$ cat config.mk
export PLATFORM = sky130hd
export DESIGN_NAME = actor_ctrl
export DESIGN_NICKNAME = d
export VERILOG_FILES = /design/src/rtl/actor_ctrl_pkg.sv /design/src/rtl/actor_hit_detect.sv /design/src/rtl/actor_ctrl.sv
export SDC_FILE = /design/constraint.sdc
export NUM_CORES = 1
export LEC_CHECK = 0
export ABC_AREA = 1
export BUFFER_PORTS_ARGS = -buffer_cell sky130_fd_sc_hd__buf_2
export CAP_MARGIN = 5
export CORE_MARGIN = 2
export CORE_UTILIZATION = 50
export DETAILED_ROUTE_END_ITERATION = 10
export GPL_TIMING_DRIVEN = 0
export PLACE_DENSITY = 0.79
export SLEW_MARGIN = 20
export SYNTH_ARGS = -nofsm -noshare
export SYNTH_HDL_FRONTEND = slang
export SYNTH_HIERARCHICAL = 1
export SYNTH_SLANG_ARGS = --single-unit
$ cat constraint.sdc
create_clock -name clk_13 -period 4.6 [get_ports clk_13]
set_clock_uncertainty 0.1 [all_clocks]
set_input_delay 0 -clock clk_13 [delete_from_list [all_inputs] [get_ports clk_13]]
set_output_delay 0 -clock clk_13 [all_outputs]
set_load 0.01 [all_outputs]
$ cat src/rtl/actor_ctrl_pkg.sv
// Shared game definitions: movement/facing codes, map tile codes and the
// sprite transparency key, used by the player, monster and map blocks.
package actor_ctrl_pkg;

  typedef enum logic [2:0] {
    STOP  = 3'd0,
    UP    = 3'd1,
    DOWN  = 3'd2,
    LEFT  = 3'd3,
    RIGHT = 3'd4
  } move_state_e;

  typedef enum logic [2:0] {
    ROAD0  = 3'd0,
    ROAD1  = 3'd1,
    WALL   = 3'd2,
    STAIRS = 3'd3,
    WATER  = 3'd4,
    TREE   = 3'd5,
    DOOR   = 3'd6,
    LAVA   = 3'd7
  } tile_e;

  // Palette index treated as see-through when sprites are composited
  localparam logic [7:0] TRANSPARENT = 8'hE3;

  function automatic logic is_walkable(input logic [2:0] code);
    return (code == ROAD0) || (code == ROAD1) || (code == STAIRS);
  endfunction

endpackage

$ cat src/rtl/actor_hit_detect.sv
// Counts live monsters standing on the actor's tile while collisions are enabled.
module actor_hit_detect #(
  parameter int N_MONSTER = 4,
  parameter int CNT_W     = $clog2(N_MONSTER + 1)
) (
  input  logic [10*N_MONSTER-1:0] monster_r,
  input  logic [10*N_MONSTER-1:0] monster_c,
  input  logic [N_MONSTER-1:0]    monster_alive,
  input  logic                    hit_en,
  input  logic [9:0]              tile_r,
  input  logic [9:0]              tile_c,
  output logic [CNT_W-1:0]        touch_cnt
);

  // Sum of per-monster tile matches
  always_comb begin
    touch_cnt = '0;
    for (int unsigned i = 0; i < N_MONSTER; i++) begin
      if (hit_en && monster_alive[i] &&
          monster_r[10*i +: 10] == tile_r &&
          monster_c[10*i +: 10] == tile_c)
        touch_cnt = touch_cnt + CNT_W'(1);
    end
  end

endmodule

$ cat src/rtl/actor_ctrl.sv
// Player actor: tile-stepped movement with pixel-smooth animation, HP with
// post-hit immunity, healing and teleport.
module actor_ctrl #(
  parameter int N_MONSTER     = 4,
  parameter int HP_FULL       = 5,
  parameter int HP_W          = 5,
  parameter int DAMAGE        = 1,
  parameter int HEAL          = 1,
  parameter int INVULN_CYCLES = 4096,
  parameter int SPRITE_LEN    = 32,
  parameter int WALK_DELAY    = 5,
  parameter int START_R       = 3,
  parameter int START_C       = 3
) (
  input  logic                    clk_13,
  input  logic                    rst_n,
  input  logic                    up_pressed,
  input  logic                    down_pressed,
  input  logic                    left_pressed,
  input  logic                    right_pressed,
  output logic [9:0]              dest_r,
  output logic [9:0]              dest_c,
  input  logic [2:0]              dest_type,
  input  logic                    respawn,
  input  logic [9:0]              spawn_r,
  input  logic [9:0]              spawn_c,
  input  logic [10*N_MONSTER-1:0] monster_r,
  input  logic [10*N_MONSTER-1:0] monster_c,
  input  logic [N_MONSTER-1:0]    monster_alive,
  input  logic                    hit_en,
  input  logic                    heal,
  output logic [9:0]              tile_r,
  output logic [9:0]              tile_c,
  output logic [9:0]              pix_v,
  output logic [9:0]              pix_h,
  output logic [2:0]              facing,
  output logic [2:0]              move_stat,
  output logic [1:0]              anim_frame,
  output logic [HP_W-1:0]         hp,
  output logic                    alive,
  output logic                    invuln,
  output logic                    hit_pulse
);

  import actor_ctrl_pkg::*;

  localparam int MOVE_LEN = SPRITE_LEN << WALK_DELAY;
  localparam int MCW      = $clog2(MOVE_LEN);
  localparam int IVW      = $clog2(INVULN_CYCLES + 1);
  localparam int CNT_W    = $clog2(N_MONSTER + 1);

  move_state_e       state, state_n, facing_q, facing_n, req_dir;
  logic [9:0]        tile_r_q, tile_c_q, tile_r_n, tile_c_n;
  logic [9:0]        pix_v_q, pix_h_q, pix_v_n, pix_h_n;
  logic [MCW-1:0]    move_cnt, move_cnt_n;
  logic [HP_W-1:0]   hp_q, hp_n;
  logic [IVW-1:0]    invuln_cnt, invuln_n;
  logic              hit_pulse_q, hit_pulse_n;
  logic [CNT_W-1:0]  touch_cnt;
  logic [31:0]       dmg, hp_ext;
  logic              hit_w;

  actor_hit_detect #(
    .N_MONSTER (N_MONSTER),
    .CNT_W     (CNT_W)
  ) u_hit_detect (
    .monster_r     (monster_r),
    .monster_c     (monster_c),
    .monster_alive (monster_alive),
    .hit_en        (hit_en),
    .tile_r        (tile_r_q),
    .tile_c        (tile_c_q),
    .touch_cnt     (touch_cnt)
  );

  assign tile_r    = tile_r_q;
  assign tile_c    = tile_c_q;
  assign pix_v     = pix_v_q;
  assign pix_h     = pix_h_q;
  assign facing    = facing_q;
  assign move_stat = state;
  assign hp        = hp_q;
  assign alive     = (hp_q != '0);
  assign invuln    = (invuln_cnt != '0);
  assign hit_pulse = hit_pulse_q;

  // Direction request decode (up > down > left > right) and adjacent-tile query
  always_comb begin
    req_dir = STOP;
    if (state == STOP && alive) begin
      if (up_pressed)         req_dir = UP;
      else if (down_pressed)  req_dir = DOWN;
      else if (left_pressed)  req_dir = LEFT;
      else if (right_pressed) req_dir = RIGHT;
    end
    dest_r = tile_r_q;
    dest_c = tile_c_q;
    case (req_dir)
      UP:      dest_r = tile_r_q - 10'd1;
      DOWN:    dest_r = tile_r_q + 10'd1;
      LEFT:    dest_c = tile_c_q - 10'd1;
      RIGHT:   dest_c = tile_c_q + 10'd1;
      default: ;
    endcase
  end

  // Walk cycle: high half of the move count shows frame 2, low half frame 1
  always_comb begin
    if (state == STOP)          anim_frame = 2'd0;
    else if (move_cnt[MCW-1])   anim_frame = 2'd2;
    else                        anim_frame = 2'd1;
  end

  // Move FSM next state and position datapath; respawn overrides everything
  always_comb begin
    state_n    = state;
    facing_n   = facing_q;
    tile_r_n   = tile_r_q;
    tile_c_n   = tile_c_q;
    pix_v_n    = pix_v_q;
    pix_h_n    = pix_h_q;
    move_cnt_n = move_cnt;
    if (respawn) begin
      state_n    = STOP;
      tile_r_n   = spawn_r;
      tile_c_n   = spawn_c;
      pix_v_n    = 10'(spawn_r * SPRITE_LEN);
      pix_h_n    = 10'(spawn_c * SPRITE_LEN);
      move_cnt_n = '0;
    end else if (state == STOP) begin
      if (req_dir != STOP) begin
        facing_n = req_dir;
        if (is_walkable(dest_type)) begin
          state_n    = req_dir;
          tile_r_n   = dest_r;
          tile_c_n   = dest_c;
          move_cnt_n = MCW'(MOVE_LEN - 1);
        end
      end
    end else begin
      move_cnt_n = move_cnt - MCW'(1);
      if (move_cnt[WALK_DELAY-1:0] == '0) begin
        case (state)
          UP:      pix_v_n = pix_v_q - 10'd1;
          DOWN:    pix_v_n = pix_v_q + 10'd1;
          LEFT:    pix_h_n = pix_h_q - 10'd1;
          RIGHT:   pix_h_n = pix_h_q + 10'd1;
          default: ;
        endcase
      end
      // The final step lands on the tile origin exactly
      if (move_cnt == '0) begin
        state_n    = STOP;
        move_cnt_n = '0;
        pix_v_n    = 10'(tile_r_q * SPRITE_LEN);
        pix_h_n    = 10'(tile_c_q * SPRITE_LEN);
      end
    end
  end

  // HP update: saturating damage first, then heal capped at full
  always_comb begin
    dmg         = 32'(DAMAGE) * 32'(touch_cnt);
    hit_w       = (touch_cnt != '0) && (invuln_cnt == '0);
    hp_ext      = 32'(hp_q);
    hit_pulse_n = 1'b0;
    invuln_n    = invuln_cnt;
    if (invuln_cnt != '0)
      invuln_n = invuln_cnt - IVW'(1);
    if (hit_w) begin
      hp_ext      = (hp_ext > dmg) ? (hp_ext - dmg) : 32'd0;
      hit_pulse_n = 1'b1;
      invuln_n    = IVW'(INVULN_CYCLES);
    end
    if (heal && hp_q != '0) begin
      hp_ext = hp_ext + 32'(HEAL);
      if (hp_ext > 32'(HP_FULL))
        hp_ext = 32'(HP_FULL);
    end
    hp_n = HP_W'(hp_ext);
  end

  // State and datapath registers
  always_ff @(posedge clk_13 or negedge rst_n) begin
    if (!rst_n) begin
      state       <= STOP;
      facing_q    <= DOWN;
      tile_r_q    <= 10'(START_R);
      tile_c_q    <= 10'(START_C);
      pix_v_q     <= 10'(START_R * SPRITE_LEN);
      pix_h_q     <= 10'(START_C * SPRITE_LEN);
      move_cnt    <= '0;
      hp_q        <= HP_W'(HP_FULL);
      invuln_cnt  <= '0;
      hit_pulse_q <= 1'b0;
    end else begin
      state       <= state_n;
      facing_q    <= facing_n;
      tile_r_q    <= tile_r_n;
      tile_c_q    <= tile_c_n;
      pix_v_q     <= pix_v_n;
      pix_h_q     <= pix_h_n;
      move_cnt    <= move_cnt_n;
      hp_q        <= hp_n;
      invuln_cnt  <= invuln_n;
      hit_pulse_q <= hit_pulse_n;
    end
  end

endmodule

==> results of run 1 <==
metal layers:
metal  track usage, %  vias up  wire [µm]  share of wire, %
li1                 -     4338          -                 -
met1             39.4     4167      11000                41
met2             52.5      451      12500                46
met3             5.11      106       2130               7.9
met4             17.3        0       1420               5.2
met5                0        -          0                 0
area by class of cell:
cell class	instances	area [µm²]	share of cell area (%)
inverter	162	616	6.17
timing repair buffer	234	1380	13.8
tap	188	235	2.36
sequential	75	1910	19.1
clock inverter	4	72.6	0.727
multi-input combinational	940	5420	54.3
buffer	12	91.3	0.915
clock buffer	12	256	2.57
per-stage QoR:
step	setup slack, ps	cell area (µm²)	cells	hold WS [ps]
floorplan	160	7790	1189	-396
global placement	-634	8970	1567	130
detailed placement	-726	9000	1568	-167
CTS	-130	9840	1621	5.38
global route	-404	9980	1627	35.6
finish	-137	9980	1627	-6.63
worst paths after layout:
path	endpoint	depth (start not counted)
max	hp[1]	33
min	pix_v[3]	2
max in group asynchronous	hp[0]	3
min reg2reg	invuln_cnt[0]	2
min in group clk_13	facing[1]	5
max reg2reg	hp[1]	33
Yosys cell counts, types with 4 or more instances:
library cell  instances
o21ai_1               5
buf_2                 5
xor2_1               26
a31oi_1               7
nand3b_1              4
nand2_1             356
nor3_1               11
nand3_1              61
nor2_4                6
nand4_1              18
nand2_2               8
a21oi_1              56
nor2_1              132
o22ai_1              13
inv_2                35
inv_1               125
a22oi_1              10
xnor2_1              30
ha_1                 48
fa_1                  5
nand3_2               4
o21ai_0              55
dfstp_2              11
nor2_2               14
or2_2                 5
o21bai_1              4
o211ai_1              6
dfrtp_1              64
state kept, by name, indices dropped and copies added (netlist names):
register and count:
invuln_cnt 13, move_cnt 10, pix_h 10, pix_v 10, tile_c 10, tile_r 10
hp 5, facing 3, move_stat 3, hit_pulse 1
worst reg2reg max path, delay by kind of cell (launching register included):
family	cells	cell delay [ps]
xor gates and xnor gates	1	200
adders and majority gates	4	1020
buffers and inverters	6	390
DFF	1	690
and+or+nand+nor	22	2290
power by group through the flow:
stage,Clock (W),Sequential (W),Combinational [W]
floorplan,0,0.00105,0.00144
CTS,0.000799,0.00104,0.00215
global placement,0,0.00106,0.00202
finish,0.000804,0.00105,0.00220
global route,0.000831,0.00106,0.00245
detailed placement,0,0.00106,0.00207
kinds of logic after synthesis:
| family | synth area share (%) |
|---|---|
| simple gates | 36.7 |
| compound gates | 14.1 |
| buf+inv | 9.00 |
| flops | 24.3 |
| xor+xnor | 6.87 |
| fa+ha+maj | 9.01 |
| other cells | 0.0482 |
what timing repair did:
action                                 4_1_cts  5_1_grt
gates resized for setup                     44       27
hold buffers                                24        0
setup buffers                               13        6
pin swaps                                   29       33
endpoints found under the hold margin      104        0
setup endpoints to repair                    3        3
==> out/metrics.csv, run 1 <==
metric;value;unit
most used flip-flop cell after synthesis;dfrtp_1;
top-area cell type share of the netlist area;20.6;%
slowest CP cell;dfrtp_1;
Worst Setup Start Kind;flop;
Yosys reg bits;75;
WP buf/inv;6;
final hold violations;3;
area of the mapped netlist;0.00777;mm²
Crit path max-delay family;simple AND/OR/NAND/NOR gates;
initial core utilization;51.1;%
fin nets;1603;
GPL Wtd Cong;1.01;
drt total wl;27100;µm
Gate power share;54.2;%
gr ovfl total;0;
CTS tree;built;
Die X;129;µm
Worst-Skew Late Latency;360;ps
largest area contributor in the netlist;dfrtp_1;
Slew @ Worst Pin;719;ps
FILL cells;1334;
CORE AREA;0.0152;mm²
Mapped Cells;1185;
maxcap violations;0;
vias in the first global route;8577;
unrepaired setup endpoints after global routing;true;
WP data required;4790;ps
outcome;finished, violations left;
DRT antenna net count;0;
static leakage;5.22;nW
htree depth;3;
WL per Instance;16.6;µm
final core occ;65.7;%
Worst Path Class, Setup;flop to flop;
post-DR vias/cell;5.57;
Tmin final;4740;ps
most common cell after layout, fill and taps aside;nand2_1;
share of layout cells above drive strength 1;27.4;%
slew margin rel.;51.9;%
final setup fails;3;
Antenna Cells;0;
Arr. time, crit path;4930;ps
CP Launch Point;tile_r[2];
failing checks;hold timing, setup timing;
sequential share of power;25.9;%
GRT Util Overall;31.6;%
I/O pin total;192;
Clock Pin Slew Worst Setup and Hold Paths;60;ps
Pwr Total;0.00405;W
clock sink count;75;
Worst VDD drop;221;µV
Clock Root Buffer;clkbuf_16;
Netlist cell types;63;
final worst-path cycle share;103;%
Area Overhead vs Synth;28.4;%
setup slack after layout;-137;ps
initial DRC count;830;
first-pass GRT wire length;41400;µm
Setup TNS;-264;ps
Psw;0.00184;W
worst hold-check path type;input port to asynchronous set/reset pin;
Int Pwr;0.00221;W
Switching Fraction;45.5;%
fmax;0.211;GHz
post-synthesis sequential area ratio;24.3;%
pin count of the biggest net entering global routing;54;
Post-synth ARST share;100;%
final slew viol count;0;
die height;129;µm
Max Root-Sink Buffers;2;
FF-to-FF setup slack;-140;ps
drt drc;0;
DR pass1 iterations;5;
CTS Buf Count;9;
Rows;45;
total number of yosys warnings;6;
DP HPWL;20000;µm
Port Buf Inserts;190;
antenna violations before repair;0;
r2r startpoint;tile_r[2];
largest stage delay on the critical path;690;ps
Avg Cell Area, Syn;6.56;µm²
Clock power frac;19.9;%
most frequent cells in the layout;nand2_1 (338), buf_2 (193), nor2_1 (126);
Critical Path Sink Type;flop;
EDFF count, synth;0;
DIE AREA;0.0166;mm²
via count;9062;
Crit Path Max Fanout;9;
worst hold margin;-6.63;ps
top cells by area, synth;dfrtp_1 (21%), nand2_1 (17%), ha_1 (7.7%);
P per Cell Area;405;mW/mm²
(Power assumes the default switching activity.)
==> inputs of run 2 (changes only) <==
PLACE_DENSITY = 0.85   (was 0.79)
==> out/metrics.csv, run 2 (synthesis results as in run 1) <==
metric;value;unit;change
outcome;finished, violations left;;
failing checks;setup timing;;
Tmin final;4700;ps;-40.2 ps
WP data required;4790;ps;about the same
final worst-path cycle share;102;%;-0.87 points
gr ovfl total;0;;unchanged
antenna violations before repair;0;;unchanged
FILL cells;1280;;-4.0%
largest stage delay on the critical path;660;ps;-30 ps
Die X;129;µm;unchanged
Arr. time, crit path;4880;ps;-50 ps
maxcap violations;0;;unchanged
DIE AREA;0.0166;mm²;unchanged
Port Buf Inserts;190;;unchanged
initial core utilization;51.1;%;unchanged
htree depth;3;;unchanged
Worst Setup Start Kind;flop;;
fin nets;1605;;+0.12%
DR pass1 iterations;6;;+1
pin count of the biggest net entering global routing;48;;-11%
final setup fails;3;;unchanged
via count;9171;;+1.2%
final core occ;66.0;%;+0.28 points
worst hold-check path type;input port to asynchronous set/reset pin;;
most common cell after layout, fill and taps aside;nand2_1;;
max reg flops;13;;unchanged
Worst VDD drop;294;µV;+33%
WP buf/inv;5;;-1
post-DR vias/cell;5.63;;+1.1%
Critical Path Sink Type;flop;;
initial DRC count;761;;-8.3%
Slew @ Worst Pin;706;ps;-12.8 ps
setup slack after layout;-97.3;ps;+40.2 ps
Pwr Total;0.00402;W;-0.71%
Max Root-Sink Buffers;2;;unchanged
drt total wl;27900;µm;+2.9%
slowest CP cell;dfstp_4;;
Crit path max-delay family;simple AND/OR/NAND/NOR gates;;
largest reg by FF count;invuln_cnt;;
fmax;0.213;GHz;+0.86%
DRT antenna net count;0;;unchanged
Area Overhead vs Synth;29.0;%;
slew margin rel.;52.8;%;+0.85 points
GRT Util Overall;32.4;%;+0.76 points
Most Frequent Cell on Critical Path;nand2_2;;
worst hold margin;7.35;ps;+14.0 ps
WL per Instance;17.1;µm;+2.8%
I/O pin total;192;;unchanged
Crit Path Max Fanout;5;;-4
Inst Count DP;1568;;unchanged
CTS Buf Count;9;;unchanged
CTS tree;built;;
GPL Wtd Cong;0.972;;-3.7%
unrepaired setup endpoints after global routing;true;;
Clock Pin Slew Worst Setup and Hold Paths;70;ps;about the same
static leakage;5.23;nW;+0.20%
Worst Path Class, Setup;flop to flop;;
drt drc;0;;unchanged
first-pass GRT wire length;42100;µm;+1.7%
final slew viol count;0;;unchanged
most frequent cells in the layout;nand2_1 (340), buf_2 (193), nor2_1 (126);;
share of layout cells above drive strength 1;28.0;%;+0.52 points
Clock Root Buffer;clkbuf_16;;
final hold violations;0;;-3
Finished Layout Cells;1629;;+0.12%
P per Cell Area;401;mW/mm²;-1.1%
Antenna Cells;0;;unchanged
die height;129;µm;unchanged
Rows;45;;unchanged
DP HPWL;20200;µm;+1.2%
Worst-Skew Late Latency;360;ps;about the same
vias in the first global route;8607;;+0.35%
CORE AREA;0.0152;mm²;unchanged
clock sink count;75;;unchanged
-- run 2: worst paths after layout --
kind / from / cells after the start / slack, ps / end
setup reg to reg: tile_r[0] / 34 / -100 / hp[2]
hold reg to reg: invuln_cnt[0] / 2 / 370 / invuln_cnt[0]
max in group asynchronous: rst_n / 3 / 3760 / pix_h[6]
min in group clk_13: right_pressed / 5 / 20 / facing[2]
hold / removal: rst_n / 2 / 7 / pix_v[0]
setup / recovery: tile_r[0] / 34 / -100 / hp[2]
-- run 2: layout make-up --
type                    count  area, µm²  share of cell area, %
multi-input cells         940       5490                   54.8
plain buffers              11       83.8                  0.836
inverters                 162        618                   6.16
flip-flops and latches     75       1920                   19.1
well taps                 188        235                   2.35
clock buffers              11        253                   2.52
repair buffers            237       1400                   13.9
clock inverters             5       36.3                  0.362
-- run 2: power breakdown --
group	total (W)	internal, W	switching, W
clock network	0.000706	0.000396	0.000310
registers	0.00106	0.000836	0.000221
logic	0.00225	0.000888	0.00137
-- run 2: layer usage --
metal,wire length [µm],up-vias,track usage [%]
li1,-,4343,-
met3,2650,134,6.90
met5,0,-,0
met4,1550,0,18.4
met2,12900,576,54.8
met1,10800,4118,38.2
-- run 2: worst register-to-register path: cells and delay by family, from the launching register on --
family | cells | cell delay, ps
and+or+nand+nor | 24 | 2570
xor gates and xnor gates | 1 | 120
buffers and inverters | 5 | 360
DFF | 1 | 660
adders and majority gates | 4 | 800
-- run 2: metrics by stage --
step / setup TNS [ps] / cell area (µm²) / worst slack (ps)
5_1_grt: -1040 / 10000 / -401
4_1_cts: -3.11 / 9860 / -3.11
2_1_floorplan: 0 / 7790 / 160
3_5_place_dp: -2380 / 9000 / -820
3_3_place_gp: -2010 / 8970 / -700
6_report: -288 / 10000 / -97.3
-- run 2: what timing repair did --
| item | 4_1_cts | 5_1_grt |
|---|---|---|
| setup buffers | 12 | 8 |
| hold buffers | 26 | 0 |
| resized for setup | 53 | 28 |
| pin swaps | 28 | 28 |
| cloned | 0 | 0 |
| endpoints found under the hold margin | 102 | 0 |
| setup endpoints to repair | 3 | 3 |
==> inputs of run 3 (changes only) <==
BUFFER_PORTS_ARGS = not set   (was -buffer_cell sky130_fd_sc_hd__buf_2)
CORE_UTILIZATION = 52   (was 50)
DONT_BUFFER_PORTS = 1   (was not set)
PLACE_DENSITY = 0.76   (was 0.85)
==> out/metrics.csv, run 3 (synthesis results as in run 1) <==
metric;value;unit;change
Port Buf Inserts;0;;-100%
FILL cells;1291;;+0.86%
DR pass1 iterations;7;;+1
WL per Instance;17.6;µm;+3.2%
Worst Setup Start Kind;flop;;
most common cell after layout, fill and taps aside;nand2_1;;
drt total wl;25500;µm;-8.3%
final setup fails;3;;unchanged
DRT antenna net count;0;;unchanged
worst hold margin;19.5;ps;+12.2 ps
fmax;0.211;GHz;-0.66%
Crit Path Max Fanout;7;;+2
first-pass GRT wire length;39600;µm;-5.9%
Inst Count DP;1373;;-12%
slew margin rel.;49.7;%;-3.0 points
Pwr Total;0.00379;W;-5.7%
Arr. time, crit path;4910;ps;+30 ps
share of layout cells above drive strength 1;16.8;%;-11 points
GRT Util Overall;31.1;%;-1.3 points
Worst VDD drop;188;µV;-36%
outcome;finished, violations left;;
largest reg by FF count;invuln_cnt;;
maxcap violations;0;;unchanged
die height;126;µm;-1.9%
Die X;126;µm;-1.9%
Critical Path Sink Type;flop;;
Antenna Cells;0;;unchanged
via count;8165;;-11%
final worst-path cycle share;103;%;+0.68 points
slowest CP cell;dfrtp_2;;
final hold violations;0;;unchanged
Slew @ Worst Pin;746;ps;+39.7 ps
P per Cell Area;413;mW/mm²;+3.0%
most frequent cells in the layout;nand2_1 (337), nor2_1 (129), inv_1 (121);;
Finished Layout Cells;1448;;-11%
Worst-Skew Late Latency;350;ps;about the same
GPL Wtd Cong;0.954;;-1.8%
R2R cell count;31;;-8.8%
max reg flops;13;;unchanged
static leakage;4.54;nW;-13%
Max Root-Sink Buffers;2;;unchanged
I/O pin total;192;;unchanged
antenna violations before repair;0;;unchanged
Area Overhead vs Synth;18.1;%;
largest stage delay on the critical path;560;ps;-100 ps
Clock Root Buffer;clkbuf_16;;
CTS tree;built;;
Tmin final;4730;ps;+31.3 ps
Clock Pin Slew Worst Setup and Hold Paths;60;ps;about the same
worst hold-check path type;input port to flop;;
Rows;44;;-2.2%
final slew viol count;0;;unchanged
WHS Path Cells;5;;
CORE AREA;0.0146;mm²;-4.0%
setup slack after layout;-129;ps;-31.3 ps
post-DR vias/cell;5.64;;+0.16%
CTS Buf Count;9;;unchanged
initial core utilization;53.3;%;+2.1 points
clock sink count;75;;unchanged
Setup TNS;-336;ps;-47.6 ps
htree depth;3;;unchanged
fin nets;1428;;-11%
drt drc;0;;unchanged
initial DRC count;794;;+4.3%
unrepaired setup endpoints after global routing;true;;
vias in the first global route;7666;;-11%
gr ovfl total;0;;unchanged
final core occ;62.9;%;-3.0 points
DIE AREA;0.0159;mm²;-3.7%
Worst Path Class, Setup;flop to flop;;
WP data required;4780;ps;about the same
pin count of the biggest net entering global routing;76;;+58%
failing checks;setup timing;;
DP HPWL;19100;µm;-5.6%
-- run 3: per-layer routing --
layer	vias up	global-route usage, %	part of all wire (%)
li1	3995	-	-
met1	3750	39.3	41
met2	354	51.8	46
met3	66	8.20	9.1
met4	0	10.5	3.3
met5	-	0	0
-- run 3: repair_timing --
item | in CTS | in global routing
hold endpoints to repair | 116 | 0
gates resized for setup | 44 | 39
hold buffers | 37 | 0
pin swaps | 11 | 14
endpoints found under the setup margin | 3 | 3
buffers inserted | 17 | 5
-- run 3: cell type report --
class	count	area (µm²)	area share, %
flip-flops and latches	75	1910	20.8
multi-input cells	940	5460	59.5
inverters	162	626	6.82
clock buffers	12	246	2.69
clock inverters	4	51.3	0.559
plain buffers	12	91.3	0.995
repair buffers	59	566	6.16
well taps	184	230	2.51
-- run 3: report_power, final --
group	switching [W]	total, W	leakage [nW]	internal (W)
clock network	0.000295	0.000730	0.143	0.000436
registers	0.000303	0.00114	0.887	0.000836
logic	0.00118	0.00192	3.51	0.000742
-- run 3: critical path, delay by kind of cell, from the launching register on --
kind                       cells  cell delay (ps)
DFF                            1              560
and+or+nand+nor               20             2110
buffers and inverters          5              520
adders and majority gates      4              960
AOI/OAI and AO/OA              2              420
-- run 3: final timing paths --
path	startpoint	endpoint	slack, ps
worst max-delay path	tile_r[3]	hp[0]	-130
worst min-delay path	dest_type[2]	tile_r[8]	20
worst max register to register	tile_r[3]	hp[0]	-130
worst min register to register	invuln_cnt[0]	invuln_cnt[0]	370
max in group asynchronous	rst_n	hp[2]	3960
min in group asynchronous	rst_n	pix_v[2]	90
-- run 3: per-stage QoR --
stage               cell area [µm²]  setup WS (ps)
detailed placement             8020           -783
CTS                            9010          -16.1
finish                         9180           -129
floorplan                      7790            160
global route                   9180           -448
global placement               8020           -726
